===== config.mk =====
export PLATFORM = sky130hd
export DESIGN_NAME = starter_rx_fifo_flat
export DESIGN_NICKNAME = d
export VERILOG_FILES = /design/src/rtl/starter_rx_fifo_if.sv /design/src/rtl/starter_rx_fifo.sv /design/src/flat_wrapper.sv
export SDC_FILE = /design/constraint.sdc
export NUM_CORES = 1
export LEC_CHECK = 0
export BUFFER_PORTS_ARGS = -buffer_cell sky130_fd_sc_hd__buf_2
export CAP_MARGIN = 20
export CORE_AREA = 2 2 123 101
export CTS_BUF_LIST = sky130_fd_sc_hd__clkbuf_4 sky130_fd_sc_hd__clkbuf_8 sky130_fd_sc_hd__clkbuf_16
export CTS_CLUSTER_SIZE = 20
export DETAILED_ROUTE_END_ITERATION = 7
export DIE_AREA = 0 0 125 103
export GPL_ROUTABILITY_DRIVEN = 0
export PLACE_DENSITY_LB_ADDON = 0.05
export SETUP_SLACK_MARGIN = 0.02
export SLEW_MARGIN = 5
export SYNTH_ARGS = -nofsm -noshare
export SYNTH_HDL_FRONTEND = slang
export SYNTH_SLANG_ARGS = --single-unit

===== constraint.sdc =====
create_clock -name clk -period 2.4 [get_ports clk]
set_input_delay 0.36 -clock clk [delete_from_list [all_inputs] [get_ports clk]]
set_output_delay 0.36 -clock clk [all_outputs]
set_load 0.02 [all_outputs]

===== src/rtl/starter_rx_fifo_if.sv =====
// Bundle of the starter receive FIFO data, status and control signals.
// master drives the input stream and consumer ready; slave is the FIFO itself.
interface starter_rx_fifo_if #(
    parameter int DATA_W = 8,
    parameter int LVL_W  = 5,
    parameter int CNT_W  = 8
);
    logic              in_valid;
    logic [DATA_W-1:0] in_data;
    logic              out_valid;
    logic              out_ready;
    logic [DATA_W-1:0] out_data;
    logic [LVL_W-1:0]  level;
    logic              overflow;
    logic [CNT_W-1:0]  drop_cnt;
    logic              clr_ovf;

    modport master (
        output in_valid, in_data, out_ready, clr_ovf,
        input  out_valid, out_data, level, overflow, drop_cnt
    );

    modport slave (
        input  in_valid, in_data, out_ready, clr_ovf,
        output out_valid, out_data, level, overflow, drop_cnt
    );
endinterface


===== src/rtl/starter_rx_fifo.sv =====
// Circular receive FIFO for the starter byte stream: no input backpressure,
// first-word fall-through valid/ready output, sticky overflow and saturating drop count.
module starter_rx_fifo #(
    parameter int DATA_W = 8,
    parameter int DEPTH  = 16,
    parameter int CNT_W  = 8
) (
    input logic               clk,
    input logic               rst_n,
    starter_rx_fifo_if.slave  io_bus
);
    localparam int AW = $clog2(DEPTH);
    localparam int LW = AW + 1;

    logic [DATA_W-1:0] r_mem [DEPTH];
    logic [LW-1:0]     r_wr_ptr;
    logic [LW-1:0]     r_rd_ptr;
    logic              r_ovf;
    logic [CNT_W-1:0]  r_drop_cnt;

    logic              w_empty;
    logic              w_full;
    logic              w_pop;
    logic              w_push;
    logic              w_drop;
    logic [LW-1:0]     w_level;

    // Extra pointer MSB distinguishes full from empty when the address bits match.
    assign w_empty = (r_wr_ptr == r_rd_ptr);
    assign w_full  = (r_wr_ptr[AW-1:0] == r_rd_ptr[AW-1:0]) && (r_wr_ptr[AW] != r_rd_ptr[AW]);
    assign w_pop   = !w_empty && io_bus.out_ready;
    assign w_push  = io_bus.in_valid && (!w_full || w_pop);
    assign w_drop  = io_bus.in_valid && w_full && !w_pop;
    assign w_level = r_wr_ptr - r_rd_ptr;

    always_ff @(posedge clk) begin
        if (w_push) begin
            r_mem[r_wr_ptr[AW-1:0]] <= io_bus.in_data;
        end
    end

    always_ff @(posedge clk or negedge rst_n) begin
        if (!rst_n) begin
            r_wr_ptr <= '0;
            r_rd_ptr <= '0;
        end else begin
            if (w_push) r_wr_ptr <= r_wr_ptr + 1'b1;
            if (w_pop)  r_rd_ptr <= r_rd_ptr + 1'b1;
        end
    end

    // A drop in the clearing cycle is counted after the clear.
    always_ff @(posedge clk or negedge rst_n) begin
        if (!rst_n) begin
            r_ovf      <= 1'b0;
            r_drop_cnt <= '0;
        end else if (w_drop) begin
            r_ovf <= 1'b1;
            if (io_bus.clr_ovf) begin
                r_drop_cnt <= {{(CNT_W-1){1'b0}}, 1'b1};
            end else if (r_drop_cnt != {CNT_W{1'b1}}) begin
                r_drop_cnt <= r_drop_cnt + 1'b1;
            end
        end else if (io_bus.clr_ovf) begin
            r_ovf      <= 1'b0;
            r_drop_cnt <= '0;
        end
    end

    assign io_bus.out_valid = !w_empty;
    assign io_bus.out_data  = w_empty ? '0 : r_mem[r_rd_ptr[AW-1:0]];
    assign io_bus.level     = w_level;
    assign io_bus.overflow  = r_ovf;
    assign io_bus.drop_cnt  = r_drop_cnt;
endmodule


===== src/flat_wrapper.sv =====
// flat-port wrapper written by rule: the top's interface ports become plain ports
module starter_rx_fifo_flat 
#(
    parameter int DATA_W = 8,
    parameter int DEPTH  = 16,
    parameter int CNT_W  = 8
)
  (clk, rst_n, io_bus_in_valid, io_bus_in_data, io_bus_out_ready, io_bus_clr_ovf, io_bus_out_valid, io_bus_out_data, io_bus_level, io_bus_overflow, io_bus_drop_cnt);
  starter_rx_fifo_if #(.DATA_W(DATA_W), .LVL_W(($clog2(DEPTH) + 1)), .CNT_W(CNT_W)) io_bus_i ();
  input logic clk;
  input logic rst_n;
  input wire logic [$bits(io_bus_i.in_valid)-1:0] io_bus_in_valid;
  input wire logic [$bits(io_bus_i.in_data)-1:0] io_bus_in_data;
  input wire logic [$bits(io_bus_i.out_ready)-1:0] io_bus_out_ready;
  input wire logic [$bits(io_bus_i.clr_ovf)-1:0] io_bus_clr_ovf;
  output wire logic [$bits(io_bus_i.out_valid)-1:0] io_bus_out_valid;
  output wire logic [$bits(io_bus_i.out_data)-1:0] io_bus_out_data;
  output wire logic [$bits(io_bus_i.level)-1:0] io_bus_level;
  output wire logic [$bits(io_bus_i.overflow)-1:0] io_bus_overflow;
  output wire logic [$bits(io_bus_i.drop_cnt)-1:0] io_bus_drop_cnt;
  assign io_bus_i.in_valid = io_bus_in_valid;
  assign io_bus_i.in_data = io_bus_in_data;
  assign io_bus_i.out_ready = io_bus_out_ready;
  assign io_bus_i.clr_ovf = io_bus_clr_ovf;
  assign io_bus_out_valid = io_bus_i.out_valid;
  assign io_bus_out_data = io_bus_i.out_data;
  assign io_bus_level = io_bus_i.level;
  assign io_bus_overflow = io_bus_i.overflow;
  assign io_bus_drop_cnt = io_bus_i.drop_cnt;
  starter_rx_fifo #(.DATA_W(DATA_W), .DEPTH(DEPTH), .CNT_W(CNT_W)) u_core (.clk(clk), .rst_n(rst_n), .io_bus(io_bus_i));
endmodule

### Word-level counts from Yosys, hierarchy flattened

Memories as Yosys holds them, arrays and structs flattened.
Index checks and enable logic that the tools add are counted.

* add/subtract/negate cells: 4
* equal/unequal tests: 4
* muxes and demuxes: 9
* reduce and logical (&&, ||, !) cells: 12

Operator list (number)
* 8-bit 2-to-1 mux: 5
* 5-bit by 1-bit adder with 5-bit output (second input constant): 2
* 8-bit by 1-bit adder with 8-bit output (second input constant): 1
* 8-bit inequality test (second input constant): 1
* 5-bit == test: 1
* 1-bit logical AND: 5
* 5-bit subtractor: 1
* 4-bit == test: 1
* 1-bit 2-to-1 mux: 4
* 2-bit nonzero test: 2
* 1-bit zero test: 3
* 2-bit AND reduction: 1
* 1-bit logical OR: 1
* 1-bit inequality test: 1

* flip-flop bits (word level): 19
* memory bits (writable): 128
* output and inout port bits: 23
* logic and storage cells: 34
* memories kept: 1

Memories
* u_core.r_mem: depth 16, bits a word 8, rd ports 1, clocked after memory_dff 0, wr ports 1, RTL line starter_rx_fifo.sv:15 `logic [DATA_W-1:0] r_mem [DEPTH];`

### Logic depth before layout (Yosys ltp)

Gate-level depths: netlist of run 1.

* depth in word-level cells: 7
* gate-level depth with buffers: 9
* depth with buffers taken out: 7

### Worst setup path before layout of run 1

OpenSTA, ideal clock, no wires.

* kind: reg2out
* start: register u_core.r_rd_ptr[3]
* end: output port io_bus_out_data[0]
* arrival time: 2.283 ns
* data required time: 2.040 ns
* setup slack: -0.243 ns
* cell stages (with the launch flop): 9
* path buffers: 2
* cell sequence: dfrtp_1 -> clkbuf_1 -> buf_1 -> inv_1 -> ha_1 -> and4_1 -> nand2_1 -> o21ai_0 -> a21oi_1

* cells in the longest elaborated chain, start to end: 2
* elaborated cells between the ends (all ways): 3

RTL lines
* start: declaration: RTL line starter_rx_fifo.sv:17 `logic [LW-1:0] r_rd_ptr;`
* start signal: assignment: RTL line starter_rx_fifo.sv:48 `if (w_pop) r_rd_ptr <= r_rd_ptr + 1'b1;`
* memory 16 x 8 bit or 5-bit == test (tied branches)
* 8-bit 2-to-1 mux *: RTL line starter_rx_fifo.sv:71 `assign io_bus.out_data = w_empty ? '0 : r_mem[r_rd_ptr[AW-1:0]];`
* end: declaration: RTL line flat_wrapper.sv:17 `output wire logic [$bits(io_bus_i.out_data)-1:0] io_bus_out_data;`

Every way passes the cells marked *; elsewhere a longest branch is shown, timed or not.

### Worst setup path after layout of run 1

* start: register u_core.r_rd_ptr[1]
* end: output port io_bus_out_data[5]

Same word-level chain as after synthesis.

==> results by group, run 1 <==
Drt
  • Starting DRT DRC Count: 311
  • Via/cell ratio: 5.667
  • Total Wirelength: 12710 um
  • DR vias: 3287
  • Wire per inst: 21.92 um
  • Remaining DRCs: 0
  • TritonRoute pass-1 iters: 4
  • Final antenna-violating net count: 0

Timing
  • # setup viols final: 9
  • Setup ws final: -0.1788 ns
  • Final Hold Viols: 0
  • TNS Setup: -1.348 ns
  • Tmin final: 2.579 ns
  • Max-slew violations: 0
  • Setup Skew: 0.005012 ns
  • Slew @ Worst Pin: 0.8169 ns
  • Fmax: 387.8 MHz
  • Rel. slew slack: 0.4534
  • RSZ-0062 raised after global routing: yes
  • Tcrit/Tclk final: 1.074

Die
  • Die area: 0.01288 mm2
  • Number of cell rows: 36
  • Initial core utilization: 0.5312
  • # IOs: 36
  • Die Wd: 125 um
  • Core area: 0.01180 mm2
  • Die height: 103 um

Clock network
  • TritonCTS clock tree: yes
  • H-tree lvl count: 4
  • Clock Latency Late Sink: 0.41 ns
  • Root Buffer: clkbuf_16
  • TritonCTS Buffers: 17
  • Worst-case clock buffer depth: 2
  • CTS sink cnt: 147
  • Clock-pin transition on the worst setup and hold timing paths: 0.05 ns

Yosys
  • Top cells by area, synth: edfxtp_1 61%, dfrtp_1 7.6%, mux4_2 7.5%
  • Primary FF master, synth: edfxtp_1
  • Yosys reg bits: 147
  • Post-synth EDFFs: 128
  • Synth async-reset ratio: 0.1293
  • Avg Cell Area, Syn: 18.06 um2
  • Post-synth net total: 371
  • Seq/Total Area, Yosys: 0.6890
  • Post-Syn Instances: 347
  • Cell with the most instances after synthesis: edfxtp_1
  • Area leader, netlist: edfxtp_1
  • Yosys cell types: 47
  • Warnings from Yosys: 0
  • Post-synth top cells: 128 x edfxtp_1, 21 x mux4_2, 19 x dfrtp_1
  • Post-Syn Area: 0.006269 mm2
  • Yosys top cell area share: 0.6132

Setup path
  • Setup crit start kind: flop
  • Crit end category: output pin
  • Data required time of the worst path: 2.04 ns
  • Crit path max fanout: 8
  • Slowest CP cell: mux4_1
  • Critical path cell sequence: buf_6, buf_12, mux4_1, mux2_4, o21ai_2, a21oi_2, buf_6
  • Worst Path Arrival: 2.22 ns
  • CP peak stage delay: 0.54 ns
  • Crit path top cell by count: buf_6
  • CP Class: flop to output pin

Placement
  • Pre-CTS setup slack: 0.1683 ns
  • Cell Count Post-Placement: 533
  • HPWL Detailed: 7765 um
  • Buffers added on ports: 35
  • Placed Area: 0.006736 mm2

Job
  • Max-cap viol count: 0

Cells and area
  • Layout cells sized above 1: 0.4019
  • Fin area: 0.007609 mm2
  • FF/Latch Area: 0.004322 mm2
  • Layout fillers: 876
  • Nets: 440
  • Diode count: 0
  • Multi-input logic area: 0.001958 mm2
  • Final Non-Filler Cells: 580
  • Area Growth Syn to Fin: 21.38%

Power and ir drop
  • Max VDD drop: 1629 uV
  • Power Density: 1326 mW/mm2
  • Tot Pwr: 10090 uW
  • Leakage: 0.002726 uW

Global routing
  • Global route overflow: 0
  • Number of global-route vias before repair: 3253
  • First-pass GRT wire length: 18950 um
  • GRT Total Usage: 0.2055
  • Pin count of the biggest net entering global routing: 20
  • Initial antenna violation count: 0

Run status
  • Status: complete, but fails checks
  • Failing checks: setup timing

Worst hold path
  • Worst min path class: input pin to flop
-- timing repair --
item / CTS / global route
gates cloned: 1 / 1
resized for setup: 22 / 41
hold endpoints to repair: 19 / 0
setup buffers: 3 / 10
hold buffers: 1 / 0
endpoints found under the setup margin: 9 / 43
pin swaps: 2 / 7
-- layout by cell type, fill, tap and decap left out, types with 4 or more instances in the layout --
cell type,count
mux2i_1,10
ha_1,6
buf_4,24
and2_1,4
buf_12,5
nand3_1,8
and2_2,8
mux4_2,31
o21ai_2,6
mux2_4,4
dfrtp_1,17
clkbuf_16,18
a21oi_1,5
ha_4,4
buf_2,26
nand2_1,8
a21oi_2,10
edfxtp_1,128
clkinv_1,7
buf_6,7
a21o_1,4
nor2_1,7
inv_1,9
xnor2_1,10
nand4_1,4
mux2_2,4
-- through the flow --
stage,util,hold slack [ns]
6_report,0.6447,0.2586
5_1_grt,0.6447,0.2706
4_1_cts,0.6234,0.2364
3_5_place_dp,0.5708,0.3334
3_3_place_gp,0.5708,0.3298
2_1_floorplan,-,0.06441
-- flip-flops by register name, indices dropped and copies added, names as in the netlist --
name                    count
u_core.r_mem              128
u_core.io_bus.drop_cnt      8
u_core.r_rd_ptr             5
u_core.r_wr_ptr             5
u_core.io_bus.overflow      1
-- layout make-up --
type / instances / area share
Inverter: 12 / 0.005920
Clock inverter: 14 / 0.01266
Sequential cell: 147 / 0.5680
Multi-Input combinational cell: 172 / 0.2574
Tap cell: 152 / 0.02500
Timing Repair Buffer: 66 / 0.07515
Clock buffer: 17 / 0.05591
-- cell families (layout without fill, tap and decap cells) --
logic type,count (synthesis),in the layout,share of synthesized area
AO/OA/AOI/OAI,37,37,0.03593
adder cells (fa/ha/maj),11,11,0.02315
flip-flops,147,147,0.6890
XOR/XNOR,14,14,0.01956
multiplexers,50,50,0.1519
buffers and inverters,28,109,0.02475
AND/OR/NAND/NOR,60,60,0.05569
-- report_power, final --
group / total, uW / internal, uW / switching, uW
registers: 3250 / 3100 / 146
logic: 4500 / 2200 / 2300
clock network: 2340 / 1390 / 951
-- worst max-delay path, delay by kind of cell (launching register included) --
kind / cells / cell delay [ns]
flops: 1 / 0.39
mux: 2 / 0.84
buf+inv: 3 / 0.39
compound gates: 2 / 0.18
-- final timing paths --
kind / from / endpoint / slack (ns) / cells after the start
setup / recovery: u_core.r_rd_ptr[1] / io_bus_out_data[5] / -0.18 / 7
hold / removal: io_bus_clr_ovf / u_core.io_bus.drop_cnt[2] / 0.26 / 2
setup reg to reg: u_core.r_rd_ptr[1] / u_core.r_mem[4][0] / 0.26 / 7
hold reg to reg: u_core.io_bus.overflow / u_core.io_bus.overflow / 0.48 / 1
max in group asynchronous: rst_n / u_core.r_rd_ptr[0] / 1.62 / 2
min in group asynchronous: rst_n / u_core.r_rd_ptr[3] / 0.43 / 2
-- metal layers --
layer  GRT usage  vias to the layer above  wire, um
li1            -                     1515         -
met1      0.2980                     1673      6118
met2      0.3106                       83      5803
met3     0.05449                       16       622
met4     0.06496                        0       169
met5           0                        -         0
No activity file was read; power rests on OpenSTA's default activity.
==> run 2: changes to the inputs <==
--- a/config.mk
+++ b/config.mk
@@ -13,6 +13,7 @@
 export DETAILED_ROUTE_END_ITERATION = 7
 export DIE_AREA = 0 0 125 103
 export GPL_ROUTABILITY_DRIVEN = 0
+export GPL_TIMING_DRIVEN = 0
 export PLACE_DENSITY_LB_ADDON = 0.05
 export SETUP_SLACK_MARGIN = 0.02
 export SLEW_MARGIN = 5
==> run 2 against run 1 <==
Effect of this change:
- the run still ends with setup timing left
- via count grew 5.1%
- clock power grew 11%
- clock-buffer cell count grew 1
- hold slack gained 0.087 ns
- power grew 7.9%
- global-route usage grew 3.1 points
- final cell count grew 1.9%
- first-iteration DRC count grew 1.9%
- critical path depth grew 1
==> results by group, run 2 (synthesis results as in run 1) <==
Timing
  • Setup ws final: -0.2747 ns (-0.09591 ns)
  • Setup Skew: 0.005890 ns (+0.0008783 ns)
  • Slew @ Worst Pin: 0.4977 ns (-0.3192 ns)
  • Max-slew violations: 0 (unchanged)
  • Tcrit/Tclk final: 1.114 (+0.03996)
  • Rel. slew slack: 0.6679 (+0.2145)
  • RSZ-0062 raised after global routing: yes
  • # setup viols final: 11 (+2)
  • Fmax: 373.9 MHz (-3.6%)
  • Final Hold Viols: 0 (unchanged)
  • Tmin final: 2.675 ns (+0.09590 ns)

Setup path
  • Critical R2R Launch: u_core.r_rd_ptr[1]
  • Levels on crit path: 8 (+1)
  • Slowest CP cell: mux4_2
  • WP buf/inv: 4 (+1)
  • CP peak stage delay: 0.51 ns (-0.03 ns)
  • Worst Path Arrival: 2.31 ns (+0.09 ns)
  • R2R Setup Slk: 0.02 ns (-0.24 ns)
  • Data required time of the worst path: 2.04 ns (about the same)
  • Setup crit start kind: flop
  • CP Class: flop to output pin
  • Critical path cell sequence: buf_6, buf_12, buf_12, mux4_2, mux2_4, o21ai_4, a21oi_2, buf_4
  • Crit path top cell by count: buf_12
  • R2R cell count: 11 (+4)
  • CP top delay family: multiplexers
  • Crit path max fanout: 5 (-3)
  • Crit end category: output pin
  • R2R Path End: u_core.r_mem[7][5]

Cells and area
  • Largest register FFs: 128 (unchanged)
  • Core Util, Final: 0.6663 (+0.02163)
  • Final Non-Filler Cells: 591 (+1.9%)
  • Commonest non-fill, non-tap cells in the layout: 128 x edfxtp_1, 30 x mux4_2, 26 x buf_4
  • Area Growth Syn to Fin: 25.45%
  • Nets: 450 (+2.3%)
  • Commonest non-fill, non-tap cell in the layout: edfxtp_1
  • Layout cells sized above 1: 0.4442 (+0.04232)
  • Diode count: 0 (unchanged)

Clock network
  • CTS sink cnt: 147 (unchanged)
  • TritonCTS Buffers: 17 (unchanged)
  • TritonCTS clock tree: yes
  • Clock-pin transition on the worst setup and hold timing paths: 0.06 ns (about the same)
  • Root Buffer: clkbuf_16
  • H-tree lvl count: 4 (unchanged)
  • Worst-case clock buffer depth: 2 (unchanged)
  • Clock Latency Late Sink: 0.42 ns (about the same)

Die
  • Core area: 0.01180 mm2 (unchanged)
  • Initial core utilization: 0.5312 (unchanged)
  • Number of cell rows: 36 (unchanged)
  • Die area: 0.01288 mm2 (unchanged)
  • Die Wd: 125 um (unchanged)
  • Die height: 103 um (unchanged)
  • # IOs: 36 (unchanged)

Global routing
  • Pin count of the biggest net entering global routing: 20 (unchanged)
  • GRT Total Usage: 0.2370 (+0.03143)
  • First-pass GRT wire length: 21510 um (+14%)
  • Global route overflow: 0 (unchanged)
  • Initial antenna violation count: 0 (unchanged)
  • Number of global-route vias before repair: 3521 (+8.2%)

Placement
  • Buffers added on ports: 34 (-2.9%)
  • Cell Count Post-Placement: 533 (unchanged)
  • HPWL Detailed: 8430 um (+8.6%)
  • Pre-CTS setup slack: -0.6099 ns (-0.7782 ns)

Drt
  • Wire per inst: 23.82 um (+8.7%)
  • TritonRoute pass-1 iters: 4 (unchanged)
  • Starting DRT DRC Count: 317 (+1.9%)
  • Final antenna-violating net count: 0 (unchanged)
  • Remaining DRCs: 0 (unchanged)
  • Via/cell ratio: 5.844 (+3.1%)
  • DR vias: 3454 (+5.1%)
  • Total Wirelength: 14080 um (+11%)

Run status
  • Failing checks: setup timing
  • Status: complete, but fails checks

Job
  • Max-cap viol count: 0 (unchanged)

Worst hold path
  • Worst hold endpoint: u_core.r_mem[8][6]
  • Worst hold stages: 1 (-1)
  • Worst min path class: input pin to flop
  • Hold Startpoint: io_bus_in_data[6]

Power and ir drop
  • Tot Pwr: 10880 uW (+7.9%)
  • Leakage: 0.002820 uW (+3.5%)
  • Max VDD drop: 2234 uV (+37%)
  • Power Density: 1384 mW/mm2 (+4.3%)
[run 2: repair_timing]
item | 4_1_cts | 5_1_grt
endpoints found under the setup margin | 159 | 125
pin swaps | 20 | 12
setup buffers | 20 | 6
hold buffers | 1 | 0
endpoints found under the hold margin | 19 | 0
gates resized for setup | 94 | 24
cloned | 2 | 0
[run 2: final cells by class]
| class | count | area, um2 |
|---|---|---|
| Multi-Input combinational cell | 173 | 2085 |
| Tap cell | 152 | 190.2 |
| Clock buffer | 18 | 432.9 |
| Sequential cell | 147 | 4320 |
| Inverter | 12 | 57.56 |
| Timing Repair Buffer | 61 | 474.2 |
| Buffer | 14 | 147.6 |
| Clock inverter | 14 | 156.4 |
| Fill cell | 832 | 3938 |
[run 2: how the worst max path moves through the flow]
stage,endpoint,start
2_1_floorplan,u_core.r_wr_ptr[4],u_core.r_rd_ptr[3]
3_3_place_gp,u_core.r_mem[1][4],u_core.r_rd_ptr[3]
3_5_place_dp,u_core.r_mem[3][4],u_core.r_rd_ptr[3]
4_1_cts,io_bus_out_data[4],u_core.r_rd_ptr[1]
5_1_grt,io_bus_out_data[4],u_core.r_rd_ptr[1]
6_report,io_bus_out_data[4],u_core.r_rd_ptr[1]
[run 2: layer usage]
| layer | up-vias | wire length, um | track usage | share of wire |
|---|---|---|---|---|
| met4 | 0 | 146 | 0.08120 | 0.010 |
| met5 | - | 0 | 0 | 0 |
| met1 | 1773 | 6457 | 0.3364 | 0.46 |
| met3 | 22 | 943 | 0.07732 | 0.067 |
| li1 | 1543 | - | - | - |
| met2 | 116 | 6531 | 0.3520 | 0.46 |
[run 2: power by group]
| part | internal, uW | switching (uW) | total, uW | leakage, uW |
|---|---|---|---|---|
| combinational | 2440 | 2610 | 5050 | 0.00114 |
| sequential | 3100 | 136 | 3230 | 0.00140 |
| clock | 1550 | 1050 | 2600 | 0.000277 |
[run 2: metrics by stage]
step	instance area, um2	hold slack [ns]	TNS, ns
2_1_floorplan	6337	0.06441	0
3_3_place_gp	6698	0.3259	-61.92
3_5_place_dp	6698	0.3311	-70.27
4_1_cts	7770	0.3313	-4.204
5_1_grt	7864	0.3345	-6.031
6_report	7864	0.3458	-2.161
==> run 3: changes to the inputs <==
--- a/config.mk
+++ b/config.mk
@@ -7,14 +7,15 @@
 export LEC_CHECK = 0
 export BUFFER_PORTS_ARGS = -buffer_cell sky130_fd_sc_hd__buf_2
 export CAP_MARGIN = 20
-export CORE_AREA = 2 2 123 101
+export CORE_AREA = 2 2 118 97
 export CTS_BUF_LIST = sky130_fd_sc_hd__clkbuf_4 sky130_fd_sc_hd__clkbuf_8 sky130_fd_sc_hd__clkbuf_16
 export CTS_CLUSTER_SIZE = 20
 export DETAILED_ROUTE_END_ITERATION = 7
-export DIE_AREA = 0 0 125 103
+export DIE_AREA = 0 0 120 99
 export GPL_ROUTABILITY_DRIVEN = 0
 export GPL_TIMING_DRIVEN = 0
 export PLACE_DENSITY_LB_ADDON = 0.05
+export REMOVE_ABC_BUFFERS = 1
 export SETUP_SLACK_MARGIN = 0.02
 export SLEW_MARGIN = 5
 export SYNTH_ARGS = -nofsm -noshare
==> constraint.sdc (replaced) <==
create_clock -name clk -period 2.75 [get_ports clk]
set_input_delay 0.4125 -clock clk [delete_from_list [all_inputs] [get_ports clk]]
set_output_delay 0.4125 -clock clk [all_outputs]
set_load 0.02 [all_outputs]
==> run 3 against run 2 <==
Effect of this change:
- largest cell class unchanged
- final cell count fell by 6.6%
- non-clock buffer count fell by 30
- die area is 7.7% lower
- cell area is 7.9% lower
- clock skew up 0.0014 ns
- the run now ends clean
- flip-flop and latch count unchanged
- core utilization up 1.2 points
- critical path type unchanged
- sequential power decreased by 11%
- sequential share of layout area up 4.8 points
==> results by group, run 3 (synthesis results as in run 1) <==
Timing
  • RSZ-0062 raised after global routing: yes
  • Fmax: 376.1 MHz
  • Slew @ Worst Pin: 0.9215 ns (+0.4238 ns)
  • TNS Setup: 0 ns (+2.161 ns)
  • Tcrit/Tclk final: 0.9668
  • Tmin final: 2.659 ns
  • Rel. slew slack: 0.3834 (-0.2844)
  • Final Hold Viols: 0 (unchanged)
  • # setup viols final: 0 (-11)
  • Setup Skew: 0.007330 ns (+0.001440 ns)
  • Max-slew violations: 0 (unchanged)

Placement
  • HPWL Detailed: 7330 um (-13%)
  • Cell Count Post-Placement: 512 (-3.9%)
  • Buffers added on ports: 35 (+2.9%)

Drt
  • Via/cell ratio: 5.841 (about the same)
  • Total Wirelength: 11790 um (-16%)
  • DR vias: 3224 (-6.7%)
  • Starting DRT DRC Count: 192 (-39%)
  • Remaining DRCs: 0 (unchanged)
  • TritonRoute pass-1 iters: 4 (unchanged)
  • Wire per inst: 21.36 um (-10%)
  • Final antenna-violating net count: 0 (unchanged)

Worst hold path
  • Worst min path class: input pin to flop
  • Worst hold stages: 2 (+1)

Power and ir drop
  • Leakage: 0.002594 uW (-8.0%)
  • Max VDD drop: 1265 uV (-43%)
  • Power Density: 1097 mW/mm2 (-21%)

Die
  • Core area: 0.01068 mm2 (-9.5%)
  • # IOs: 36 (unchanged)
  • Number of cell rows: 34 (-5.6%)
  • Die area: 0.01188 mm2 (-7.7%)
  • Initial core utilization: 0.5871 (+0.05589)
  • Die height: 99 um (-3.9%)
  • Die Wd: 120 um (-4.0%)

Clock network
  • H-tree lvl count: 4 (unchanged)
  • Clock Latency Late Sink: 0.41 ns (about the same)
  • Worst-case clock buffer depth: 2 (unchanged)
  • Root Buffer: clkbuf_16
  • TritonCTS clock tree: yes
  • CTS sink cnt: 147 (unchanged)
  • TritonCTS Buffers: 17 (unchanged)
  • Clock-pin transition on the worst setup and hold timing paths: 0.06 ns (about the same)

Global routing
  • First-pass GRT wire length: 18530 um (-14%)
  • Initial antenna violation count: 0 (unchanged)
  • GRT Total Usage: 0.2191 (-0.01789)
  • Pin count of the biggest net entering global routing: 21 (+5.0%)
  • Global route overflow: 0 (unchanged)
  • Number of global-route vias before repair: 3310 (-6.0%)

Cells and area
  • Diode count: 0 (unchanged)
  • Commonest non-fill, non-tap cells in the layout: 128 x edfxtp_1, 34 x buf_2, 21 x mux4_2
  • Area Growth Syn to Fin: 15.51%
  • Core Util, Final: 0.6781 (+0.01176)
  • Largest register FFs: 128 (unchanged)
  • Layout cells sized above 1: 0.3039 (-0.1403)
  • Commonest non-fill, non-tap cell in the layout: edfxtp_1
  • Final Non-Filler Cells: 552 (-6.6%)
  • Nets: 419 (-6.9%)

Setup path
  • Worst Path Arrival: 2.25 ns (-0.06 ns)
  • Setup crit start kind: flop
  • Crit path max fanout: 16 (+11)
  • Data required time of the worst path: 2.34 ns (+0.30 ns)
  • Crit end category: output pin
  • CP Class: flop to output pin
  • R2R cell count: 7 (-4)

Job
  • Max-cap viol count: 0 (unchanged)

Run status
  • Status: completed
-- run 3: cell count changes in the layout (fill, tap and decap cells not counted), moves of 9 or more --
cell	delta
and2_4	-12
buf_2	+10
buf_4	-19
buf_6	-13
mux4_1	+9
mux4_2	-9
-- run 3: layout make-up --
type	count	area (um2)
clock buffers	18	432.9
clock inverters	14	112.6
fillers	736	3437
inverters	12	52.55
multi-input cells	172	1828
flip-flops and latches	147	4329
well taps	144	180.2
repair buffers	45	305.3
-- run 3: repair_timing --
item | in CTS | in global routing
buffers inserted | 4 | 2
cloned | 1 | 0
gates resized for setup | 10 | 13
hold endpoints to repair | 19 | 0
setup endpoints to repair | 156 | 52
hold buffers | 1 | 0
-- run 3: final timing paths --
check	slack [ns]	start	endpoint
max in group asynchronous	1.92	rst_n	u_core.r_rd_ptr[2]
hold reg to reg	0.49	u_core.io_bus.overflow	u_core.io_bus.overflow
hold / removal	0.32	io_bus_clr_ovf	u_core.io_bus.drop_cnt[2]
setup reg to reg	0.19	u_core.r_rd_ptr[1]	u_core.r_mem[3][6]
min in group asynchronous	0.48	rst_n	u_core.r_wr_ptr[3]
setup / recovery	0.09	u_core.r_rd_ptr[1]	io_bus_out_data[5]
-- run 3: through the flow --
step                      power [uW]  instance area (um2)  worst slack, ns  hold slack, ns
final                           7942                 7241          0.09118          0.3195
after global routing            8356                 7241         0.004447          0.3484
after CTS                       7950                 7204          0.05596          0.3073
after detailed placement        5682                 6556          -0.6565          0.3813
after global placement          5601                 6514           -1.107          0.3809
after floorplan                 4817                 6158          -0.2663          0.1169
-- run 3: layer usage --
| metal | part of all wire | routed length (um) | track usage | vias up |
|---|---|---|---|---|
| li1 | - | - | - | 1484 |
| met1 | 0.44 | 5220 | 0.3051 | 1634 |
| met2 | 0.49 | 5796 | 0.3483 | 94 |
| met3 | 0.056 | 660 | 0.05498 | 12 |
| met4 | 0.0097 | 114 | 0.06516 | 0 |
| met5 | 0 | 0 | 0 | - |
-- run 3: critical path: stages, from the launching register on --
cell and delay, ns:
dfrtp_2 0.38, buf_12 0.18, mux4_1 0.57, mux2_2 0.29
o21ai_1 0.16, a21oi_1 0.07, buf_2 0.17
-- run 3: where the power goes --
group          internal [uW]  switching (uW)  leakage, uW
Combinational           1320            1640     0.000939
Clock                   1240             856     0.000258
Sequential              2710             165      0.00140
Total                   5280            2660      0.00259
